[config.mk]
export PLATFORM = sky130hd
export DESIGN_NAME = gray_counter
export DESIGN_NICKNAME = d
export VERILOG_FILES = /design/src/rtl/gray_counter.sv
export SDC_FILE = /design/constraint.sdc
export NUM_CORES = 1
export LEC_CHECK = 0
export CORE_ASPECT_RATIO = 0.8
export CORE_UTILIZATION = 38
export CTS_CLUSTER_DIAMETER = 120
export DETAILED_ROUTE_END_ITERATION = 10
export GPL_TIMING_DRIVEN = 0
export PLACE_DENSITY = 0.8
export SETUP_SLACK_MARGIN = 0.5
export SLEW_MARGIN = 40
export SYNTH_ARGS = -nofsm -noshare
export SYNTH_HDL_FRONTEND = slang
export SYNTH_SLANG_ARGS = --single-unit
[constraint.sdc]
create_clock -name clk -period 2.4 [get_ports clk]
set_input_delay 0.72 -clock clk [delete_from_list [all_inputs] [get_ports clk]]
set_output_delay 0.72 -clock clk [all_outputs]
set_load 0.02 [all_outputs]
[src/rtl/gray_counter.sv]
// gray_counter: registered binary count with glitch-free Gray image; define GRAY_DOWN_EN to add the up/down direction port
module gray_counter #(
    parameter int WIDTH = 8
) (
    input  logic             clk,
    input  logic             rst,
    input  logic             en,
    input  logic             load,
    input  logic [WIDTH-1:0] load_bin,
`ifdef GRAY_DOWN_EN
    input  logic             up,
`endif
    output logic [WIDTH-1:0] bin_out,
    output logic [WIDTH-1:0] gray_out,
    output logic             wrap
);
    logic [WIDTH-1:0] step_bin;
    logic             boundary;
    logic [WIDTH-1:0] next_bin;
    logic             next_wrap;
    // one count step and whether it crosses the modulo boundary
`ifdef GRAY_DOWN_EN
    always_comb begin
        step_bin = up ? bin_out + WIDTH'(1) : bin_out - WIDTH'(1);
        boundary = up ? &bin_out : ~|bin_out;
    end
`else
    always_comb begin
        step_bin = bin_out + WIDTH'(1);
        boundary = &bin_out;
    end
`endif
    // load beats en; wrap only on a real step across the boundary
    always_comb begin
        next_bin  = load ? load_bin : en ? step_bin : bin_out;
        next_wrap = !load && en && boundary;
    end
    // Gray is derived from next_bin so both registers update on the same edge
    always_ff @(posedge clk) begin
        if (rst) begin
            bin_out  <= '0;
            gray_out <= '0;
            wrap     <= 1'b0;
        end else begin
            bin_out  <= next_bin;
            gray_out <= next_bin ^ (next_bin >> 1);
            wrap     <= next_wrap;
        end
    end
endmodule

==> results of run 1 <==
tightest hold or removal path, cell delays in order, from the launching register on:
cell and delay (ps):
dfxtp_1 370, and2b_1 170, and2_1 120
layout by cell type (no fill, tap or decap), types with 3 or more instances in the layout:
master / Yosys / layout
dlygate4sd2_1: 0 / 17
dfxtp_1: 16 / 16
nor2_1: 9 / 9
clkdlybuf4s50_1: 0 / 9
mux2i_1: 5 / 5
nand2_1: 4 / 4
nand4_1: 4 / 4
inv_1: 3 / 3
and2b_1: 3 / 3
a21oi_1: 3 / 3
clkbuf_4: 0 / 3
cell type report:
cell class                 instances  area [um2]  share of cell area
sequential                        16         320               0.285
clock buffer                       3        22.5              0.0201
inverter                           3        11.3              0.0100
timing repair buffer              27         244               0.217
tap                               24        30.0              0.0268
multi-input combinational         59         460               0.410
buffer                             4        33.8              0.0301
power breakdown:
group,switching [mW],internal [mW],total [mW]
clock,0.0747,0.0582,0.133
combinational,0.0821,0.0736,0.156
sequential,0.0155,0.287,0.303
stage by stage:
stage          area, um2  worst slack [ps]  TNS [ps]  hold slack, ps
6_report            1120               556         0             673
5_1_grt             1120               500         0             709
4_1_cts             1120               492         0             685
3_5_place_dp        1110              -136      -141             666
3_3_place_gp        1110              -103      -103             649
2_1_floorplan        812               506         0             696
layer usage:
| metal | vias up | global-route usage |
|---|---|---|
| met5 | - | 0 |
| met1 | 326 | 0.226 |
| met4 | 0 | 0.0474 |
| li1 | 356 | - |
| met3 | 2 | 0.0632 |
| met2 | 26 | 0.259 |
worst paths after layout:
kind,endpoint,slack (ps),from,cells past startpoint
worst max register to register,gray_out[5]$_SDFF_PP0_,680,bin_out[0]$_SDFF_PP0_,5
worst max-delay path,gray_out[7],560,bin_out[7]$_SDFF_PP0_,2
worst min register to register,wrap$_SDFF_PP0_,670,bin_out[6]$_SDFF_PP0_,2
worst min-delay path,wrap$_SDFF_PP0_,670,bin_out[6]$_SDFF_PP0_,2
logic make-up (layout without fill, tap and decap cells):
logic type | Yosys count | in the layout | share of synthesized area
simple gates | 32 | 32 | 0.237
flops | 16 | 16 | 0.394
compound gates | 15 | 15 | 0.157
mux | 8 | 8 | 0.108
buf+inv | 7 | 37 | 0.0555
xor+xnor | 3 | 3 | 0.0324
fa+ha+maj | 1 | 1 | 0.0154
state kept, by name, summed over array words and instances, names as in the netlist:
name and flops:
bin_out 8, gray_out 7, wrap 1
cell usage after synthesis (2+ instances only):
master,count,share of area
a21oi_1,3,0.018
and2_1,2,0.015
and2b_1,3,0.028
buf_6,2,0.028
dfxtp_1,16,0.39
inv_1,3,0.014
mux2_2,2,0.028
mux2i_1,5,0.062
nand2_1,4,0.018
nand4_1,4,0.031
nor2_1,9,0.042
xnor2_1,2,0.022
==> summary.txt, run 1 <==
Status
  – Outcome: finished clean

Floorplan
  – Die height: 43.3 um
  – I/O pins: 29
  – Core area: 1940 um2
  – Starting Density: 0.418
  – DIE AREA: 2330 um2
  – Die Width: 53.7 um
  – Cell Rows: 14

Drt
  – Top Layer Used: met4
  – Detailed Routing Iterations Pass 1: 4
  – WL met2: 806 um
  – # DRC: 0
  – Drt via density: 5.22
  – 1st-iter DRT viols: 6
  – Total Routed Length: 1750 um
  – M1 wire length: 826 um
  – Post-DRT Antenna Nets: 0
  – Met3 wire len: 103 um
  – Detailed-route via count: 710
  – Routed length per instance: 12.9 um

Timing
  – Fin. max-slew vios: 0
  – Final Critical Period: 1840 ps
  – Number of failing setup endpoints in the final timing report: 0
  – Maximum clock rate: 542 MHz
  – Slew at the pin closest to its max-slew limit: 399 ps
  – Unrepaired setup endpoints after global routing: no
  – Max Clock Skew: 7.21 ps
  – Crit share post-route: 0.768
  – Final Hold Fails: 0
  – Slew margin rel.: 0.726

Logic synthesis
  – Synth cell types: 39
  – Post-synth net total: 95
  – Asr flop ratio synth: 0
  – Synth Instances: 82
  – Flops & latches, synth: 16
  – Top_reg_cell synth: dfxtp_1
  – Synth Warn #: 0
  – Post-synthesis cell area: 812 um2
  – EDFF count, synth: 0
  – Share of the yosys chip area belonging to registers: 0.394
  – Avg Cell Area, Syn: 9.90 um2

CTS
  – CTS Sinks: 16
  – Post-cts gate resize count: 19
  – # hold bufs at CTS: 0
  – Root buffer cell: clkbuf_4
  – Max Buffers Root-to-Sink: 2
  – Post-CTS setup buffers: 0
  – H-Tree Depth: 1
  – Worst-skew pair later-pin latency: 280 ps
  – CTS tree: done
  – CTS buffer count: 3
  – Clock transition at path regs: 90 ps

Worst setup path
  – Worst Path Required: 1680 ps
  – Critical Path Source Type: flip-flop
  – Critical-path cell list: buf_4 -> dlygate4sd2_1
  – CP Max Fanout: 5
  – Slowest cell on crit path: dfxtp_1
  – Max incr delay on CP: 400 ps
  – Crit end category: output port
  – Family with the most delay on the worst path: buffers and inverters
  – Worst Path Buf+Inv: 2
  – Setup CP Type: reg -> out
  – Crit path DAT: 1120 ps

Min path
  – Hold Crit Class: reg -> reg

Global routing
  – Antenna violations before repair: 0
  – Total gr overflow: 0
  – Largest net degree at the start of global routing: 11
  – GRT Total Usage: 0.171
  – First-pass GRT wire length: 2790 um
  – Vias in the first global route: 647

Pwr
  – Total power: 0.591 mW
  – Pwr dens: 527 nW/um2
  – Worst vdd ir: 373 uV
  – Static Leakage: 0.542 nW

Layout
  – Area delta synth->final: 38.2%
  – Ant diodes: 0
  – Fin util: 0.577
  – Fillers: 191
  – Share of layout cells above drive strength 1: 0.143
  – Nets: 127
  – Final std cells w/o fill: 136

Placed design
  – Placed Cells: 133
  – IO buf count: 27
  – Post-DP HPWL: 1380 um
  – GPL Wtd Cong: 0.779

Job
  – Max cap viols: 0
Power figures use the tool's default switching activity.
==> run 2: changes to the inputs <==
==> constraint.sdc (replaced) <==
create_clock -name clk -period 1.7 [get_ports clk]
set_input_delay 0.51 -clock clk [delete_from_list [all_inputs] [get_ports clk]]
set_output_delay 0.51 -clock clk [all_outputs]
set_load 0.02 [all_outputs]
==> run 2 against run 1 <==
  * Non-clock buffer count up 12
  * Clock-buffer cell count grew 1
  * Register-to-register slack lost 460 ps
  * Setup slack lost 340 ps
  * Sequential share of layout area is 3.3 points lower
  * Critical path type is now reg -> reg
  * Largest power group unchanged
==> summary.txt, run 2 (same netlist as run 1, synthesis figures left out) <==
CTS
  – CTS Sinks: 16 (unchanged)
  – Clock transition at path regs: 100 ps (was 90 ps)
  – CTS tree: done (unchanged)
  – H-Tree Depth: 1 (unchanged)
  – Worst-skew pair later-pin latency: 290 ps (was 280 ps)
  – CTS buffer count: 3 (unchanged)
  – # hold bufs at CTS: 0 (unchanged)
  – Max Buffers Root-to-Sink: 2 (unchanged)
  – Root buffer cell: clkbuf_4 (unchanged)

Layout
  – Ant diodes: 0 (unchanged)
  – Area delta synth->final: 69.8% (was 38.2%)
  – Nets: 139 (was 127)
  – Commonest cells after routing, fill and taps aside: 20 x buf_6, 10 x dfxtp_2, 10 x buf_4, 9 x nor2_1, 9 x clkdlybuf4s50_1 (was 17 x dlygate4sd2_1, 16 x dfxtp_1, 9 x nor2_1, 9 x clkdlybuf4s50_1, 5 x mux2i_1)
  – Biggest register: bin_out (unchanged)
  – Fin util: 0.709 (was 0.577)
  – Top Registers: bin_out: 8 flops, gray_out: 7 flops, wrap: 1 flops (unchanged)
  – Final std cells w/o fill: 149 (was 136)
  – Post-route cell area: 1380 um2 (was 1120 um2)
  – Most common cell after layout, fill and taps aside: buf_6 (was dlygate4sd2_1)
  – Share of layout cells above drive strength 1: 0.560 (was 0.143)
  – Max reg flops: 8 (unchanged)

Timing
  – Max Clock Skew: 7.77 ps (was 7.21 ps)
  – Crit share post-route: 0.873
  – Hold slack: 661 ps (was 673 ps)
  – Number of failing setup endpoints in the final timing report: 0 (unchanged)
  – Final Critical Period: 1480 ps
  – Unrepaired setup endpoints after global routing: yes (was no)
  – Maximum clock rate: 674 MHz
  – Final Hold Fails: 0 (unchanged)
  – Fin. max-slew vios: 0 (unchanged)
  – Slew at the pin closest to its max-slew limit: 330 ps (was 399 ps)
  – Slew margin rel.: 0.773 (was 0.726)

Drt
  – Routed length per instance: 13.4 um (was 12.9 um)
  – Drt via density: 5.22 (about the same)
  – Post-DRT Antenna Nets: 0 (unchanged)
  – Total Routed Length: 2000 um (was 1750 um)
  – Detailed Routing Iterations Pass 1: 4 (unchanged)
  – 1st-iter DRT viols: 18 (was 6)
  – # DRC: 0 (unchanged)
  – Detailed-route via count: 778 (was 710)

Status
  – Outcome: finished clean (unchanged)

Global routing
  – Total gr overflow: 0 (unchanged)
  – Antenna violations before repair: 0 (unchanged)
  – Vias in the first global route: 692 (was 647)
  – First-pass GRT wire length: 3260 um (was 2790 um)
  – Largest net degree at the start of global routing: 11 (unchanged)
  – GRT Total Usage: 0.197 (was 0.171)

Worst setup path
  – Capturing point of the worst reg2reg path: gray_out[4]$_SDFF_PP0_ (was gray_out[5]$_SDFF_PP0_)
  – Crit end category: flip-flop (was output port)
  – Crit path DAT: 1680 ps (was 1120 ps)
  – Setup CP Type: reg -> reg (was reg -> out)
  – R2r startpoint: bin_out[4]$_SDFF_PP0_ (was bin_out[0]$_SDFF_PP0_)
  – Critical Path Source Type: flip-flop (unchanged)
  – Critical-path cell list: nand4_1 -> o211a_1 -> a211oi_4 -> mux2_4 (was buf_4 -> dlygate4sd2_1)
  – CP startpoint: bin_out[4]$_SDFF_PP0_ (was bin_out[7]$_SDFF_PP0_)
  – Setup crit end: gray_out[4]$_SDFF_PP0_ (was gray_out[7])
  – R2r setup slk: 220 ps (was 680 ps)
  – Slowest cell on crit path: dfxtp_2 (was dfxtp_1)
  – Max incr delay on CP: 390 ps (was 400 ps)
  – CP Max Fanout: 5 (unchanged)
  – Worst Path Required: 1890 ps (was 1680 ps)
  – Reg2reg path depth: 4 (was 5)

Job
  – Max cap viols: 0 (unchanged)

Min path
  – Hold depth: 3 (was 2)
  – Hold Crit Class: reg -> reg (unchanged)

Pwr
  – Sw Ratio: 0.287 (was 0.291)
  – Pwr dens: 721 nW/um2 (was 527 nW/um2)
  – Psw: 0.286 mW (was 0.172 mW)
  – Clock Power Share: 0.255 (was 0.225)
  – Combinational share of power: 0.305 (was 0.263)
  – Worst vdd ir: 564 uV (was 373 uV)
  – Seq pwr share: 0.440 (was 0.512)
  – Int Pwr: 0.709 mW (was 0.419 mW)
  – Static Leakage: 0.609 nW (was 0.542 nW)
  – Total power: 0.994 mW (was 0.591 mW)

Floorplan
  – Cell Rows: 14 (unchanged)
  – Core area: 1940 um2 (unchanged)
  – DIE AREA: 2330 um2 (unchanged)
  – I/O pins: 29 (unchanged)
  – Die height: 43.3 um (unchanged)
  – Starting Density: 0.418 (unchanged)
  – Die Width: 53.7 um (unchanged)

Placed design
  – Post-Place Cell Area: 1160 um2 (was 1110 um2)
  – Post-DP HPWL: 1390 um (was 1380 um)
  – GPL Wtd Cong: 0.806 (was 0.779)
  – IO buf count: 27 (unchanged)
  – Placed Cells: 133 (unchanged)
## run 2: how the worst min path moves through the flow
| stage | from | end | slack, ps |
|---|---|---|---|
| global route | bin_out[5]$_SDFF_PP0_ | wrap$_SDFF_PP0_ | 700 |
| detailed placement | bin_out[7]$_SDFF_PP0_ | bin_out[7]$_SDFF_PP0_ | 670 |
| global placement | bin_out[7]$_SDFF_PP0_ | bin_out[7]$_SDFF_PP0_ | 660 |
| CTS | bin_out[6]$_SDFF_PP0_ | wrap$_SDFF_PP0_ | 690 |
| finish | bin_out[5]$_SDFF_PP0_ | wrap$_SDFF_PP0_ | 660 |
| floorplan | rst | bin_out[4]$_SDFF_PP0_ | 590 |
## run 2: power groups by stage
stage / Combinational, mW / Clock [mW] / Sequential [mW]
floorplan: 0.110 / 0 / 0.476
global placement: 0.250 / 0 / 0.439
detailed placement: 0.255 / 0 / 0.441
CTS: 0.287 / 0.256 / 0.437
global route: 0.324 / 0.277 / 0.442
finish: 0.304 / 0.253 / 0.437
## run 2: per-layer routing
metal | wire [um] | vias up | GRT usage
met5 | 0 | - | 0
met4 | 11 | 0 | 0.0316
met3 | 160 | 2 | 0.0772
met2 | 958 | 29 | 0.309
met1 | 866 | 362 | 0.259
li1 | - | 385 | -
## run 2: critical path, delay by kind of cell, from the launching register on
family / cells / cell delay, ps
flops: 1 / 390
compound gates: 2 / 520
simple gates: 1 / 140
mux: 1 / 330
## run 2: repair_timing
item | CTS | global route
endpoints found under the hold margin | 0 | 0
pin swaps | 7 | 8
gates resized for setup | 125 | 8
setup buffers | 8 | 4
endpoints found under the setup margin | 33 | 31
## run 2: layout make-up
cell class	instances	area (um2)
Fill cell	142	566
Multi-Input combinational cell	59	520
Timing Repair Buffer	39	384
Sequential cell	16	348
Buffer	4	48.8
Clock buffer	4	36.3
Tap cell	24	30.0
Inverter	3	11.3
## run 2: per-stage QoR
stage,TNS (ps),setup WS [ps]
floorplan,0,88.2
global placement,-3570,-523
detailed placement,-3760,-533
CTS,0,215
global route,0,149
finish,0,216
==> run 3: changes to the inputs <==
==> constraint.sdc (replaced) <==
create_clock -name clk -period 1.8 [get_ports clk]
set_input_delay 0.54 -clock clk [delete_from_list [all_inputs] [get_ports clk]]
set_output_delay 0.54 -clock clk [all_outputs]
set_load 0.02 [all_outputs]
==> run 3 against run 2 <==
  * Non-clock buffer count increased by 4
  * Final area rose by 2.6%
  * Combinational power fell by 2%
  * Highest routed layer unchanged
==> summary.txt, run 3 (same netlist as run 1, synthesis figures left out) <==
Status
  – Outcome: finished clean (unchanged)

Layout
  – Share of layout cells above drive strength 1: 0.566 (was 0.560)
  – Commonest cells after routing, fill and taps aside: 21 x buf_6, 13 x buf_4, 9 x nor2_1, 9 x clkdlybuf4s50_1 (was 20 x buf_6, 10 x dfxtp_2, 10 x buf_4, 9 x nor2_1, 9 x clkdlybuf4s50_1)
  – Biggest register: bin_out (unchanged)
  – Fillers: 134 (was 142)
  – Final std cells w/o fill: 153 (was 149)
  – Top Registers: bin_out: 8 flops, gray_out: 7 flops, wrap: 1 flops (unchanged)
  – Ant diodes: 0 (unchanged)
  – Nets: 143 (was 139)
  – Area delta synth->final: 74.3% (was 69.8%)
  – Max reg flops: 8 (unchanged)
  – Most common cell after layout, fill and taps aside: buf_6 (unchanged)

Job
  – Max cap viols: 0 (unchanged)

Placed design
  – GPL Wtd Cong: 0.733 (was 0.806)
  – Placed Cells: 133 (unchanged)
  – Post-DP HPWL: 1430 um (was 1390 um)
  – IO buf count: 27 (unchanged)

Global routing
  – Total gr overflow: 0 (unchanged)
  – GRT Total Usage: 0.235 (was 0.197)
  – Vias in the first global route: 805 (was 692)
  – First-pass GRT wire length: 3800 um (was 3260 um)
  – Largest net degree at the start of global routing: 11 (unchanged)
  – Antenna violations before repair: 0 (unchanged)

Timing
  – Slew margin rel.: 0.819 (was 0.773)
  – Final Critical Period: 1550 ps (was 1480 ps)
  – Final Hold Fails: 0 (unchanged)
  – Fin. max-slew vios: 0 (unchanged)
  – Crit share post-route: 0.863 (was 0.873)
  – Hold slack: 724 ps (was 661 ps)
  – Max Clock Skew: 9.58 ps (was 7.77 ps)
  – Slew at the pin closest to its max-slew limit: 263 ps (was 330 ps)
  – Maximum clock rate: 644 MHz (was 674 MHz)
  – Number of failing setup endpoints in the final timing report: 0 (unchanged)
  – Unrepaired setup endpoints after global routing: yes (unchanged)

Min path
  – Hold depth: 2 (was 3)
  – Hold Crit Class: reg -> reg (unchanged)

CTS
  – H-Tree Depth: 1 (unchanged)
  – CTS buffer count: 3 (unchanged)
  – CTS Sinks: 16 (unchanged)
  – Clock transition at path regs: 100 ps (about the same)
  – Root buffer cell: clkbuf_4 (unchanged)
  – Max Buffers Root-to-Sink: 2 (unchanged)
  – CTS tree: done (unchanged)
  – Worst-skew pair later-pin latency: 300 ps (was 290 ps)

Floorplan
  – Cell Rows: 14 (unchanged)
  – Core area: 1940 um2 (unchanged)
  – I/O pins: 29 (unchanged)
  – Die Width: 53.7 um (unchanged)
  – Die height: 43.3 um (unchanged)
  – Starting Density: 0.418 (unchanged)
  – DIE AREA: 2330 um2 (unchanged)

Pwr
  – Static Leakage: 0.625 nW (was 0.609 nW)
  – Pwr dens: 651 nW/um2 (was 721 nW/um2)
  – Worst vdd ir: 576 uV (was 564 uV)

Drt
  – Drt via density: 5.40 (was 5.22)
  – Detailed-route via count: 826 (was 778)
  – Detailed Routing Iterations Pass 1: 4 (unchanged)
  – Total Routed Length: 2420 um (was 2000 um)
  – # DRC: 0 (unchanged)
  – Routed length per instance: 15.8 um (was 13.4 um)
  – Post-DRT Antenna Nets: 0 (unchanged)
  – 1st-iter DRT viols: 21 (was 18)

Worst setup path
  – CP Max Fanout: 5 (unchanged)
  – Crit path DAT: 1780 ps (was 1680 ps)
  – Crit end category: flip-flop (unchanged)
  – Worst Path Required: 2020 ps (was 1890 ps)
  – Reg2reg path depth: 5 (was 4)
  – Setup CP Type: reg -> reg (unchanged)
  – Critical Path Source Type: flip-flop (unchanged)
==> run 3: cell types whose count changed in the layout (fill, tap and decap cells not counted), sizes merged <==
cell / before / now
buf: 33 / 37
==> run 3: final timing paths <==
kind | start | endpoint | slack, ps
setup reg to reg | bin_out[0]$_SDFF_PP0_ | gray_out[5]$_SDFF_PP0_ | 250
setup / recovery | bin_out[0]$_SDFF_PP0_ | gray_out[5]$_SDFF_PP0_ | 250
hold / removal | bin_out[6]$_SDFF_PP0_ | wrap$_SDFF_PP0_ | 720
hold reg to reg | bin_out[6]$_SDFF_PP0_ | wrap$_SDFF_PP0_ | 720
==> run 3: layer usage <==
metal / track usage / up-vias / routed length (um)
met5: 0 / - / 0
met4: 0.111 / 0 / 48
met3: 0.0632 / 5 / 120
met2: 0.373 / 32 / 1230
met1: 0.293 / 398 / 1030
li1: - / 391 / -
==> run 3: power breakdown <==
part / total (mW) / switching (mW) / internal [mW]
clock network: 0.209 / 0.123 / 0.0865
registers: 0.414 / 0.0300 / 0.384
logic: 0.299 / 0.133 / 0.166
total: 0.921 / 0.285 / 0.636
==> run 3: timing repair <==
action	4_1_cts	5_1_grt
hold buffers	0	0
endpoints found under the setup margin	33	31
setup buffers	13	3
resized for setup	116	29
endpoints found under the hold margin	0	0
pin swaps	8	11
==> run 3: cell type report <==
type / count / area, um2 / share of cell area
buffer: 4 / 46.3 / 0.0327
clock buffer: 4 / 26.3 / 0.0186
inverter: 3 / 11.3 / 0.00796
multi-input combinational: 59 / 528 / 0.373
sequential: 16 / 355 / 0.251
tap: 24 / 30.0 / 0.0212
timing repair buffer: 43 / 418 / 0.295
==> run 3: stage by stage <==
step / setup TNS [ps] / cell area [um2] / util / setup slack, ps / total power [mW]
floorplan: 0 / 840 / - / 158 / 0.547
detailed placement: -2760 / 1140 / 0.586 / -435 / 0.651
global placement: -2500 / 1140 / 0.586 / -439 / 0.644
CTS: 0 / 1310 / 0.675 / 288 / 0.876
global route: 0 / 1420 / 0.728 / 204 / 0.959
finish: 0 / 1420 / 0.728 / 246 / 0.921
==> run 3: critical path, stage by stage (launching register included) <==
cell and delay, ps:
dfxtp_4 400, ha_4 160, nand4_4 90, or4_4 430
a31o_1 230, mux2i_1 160
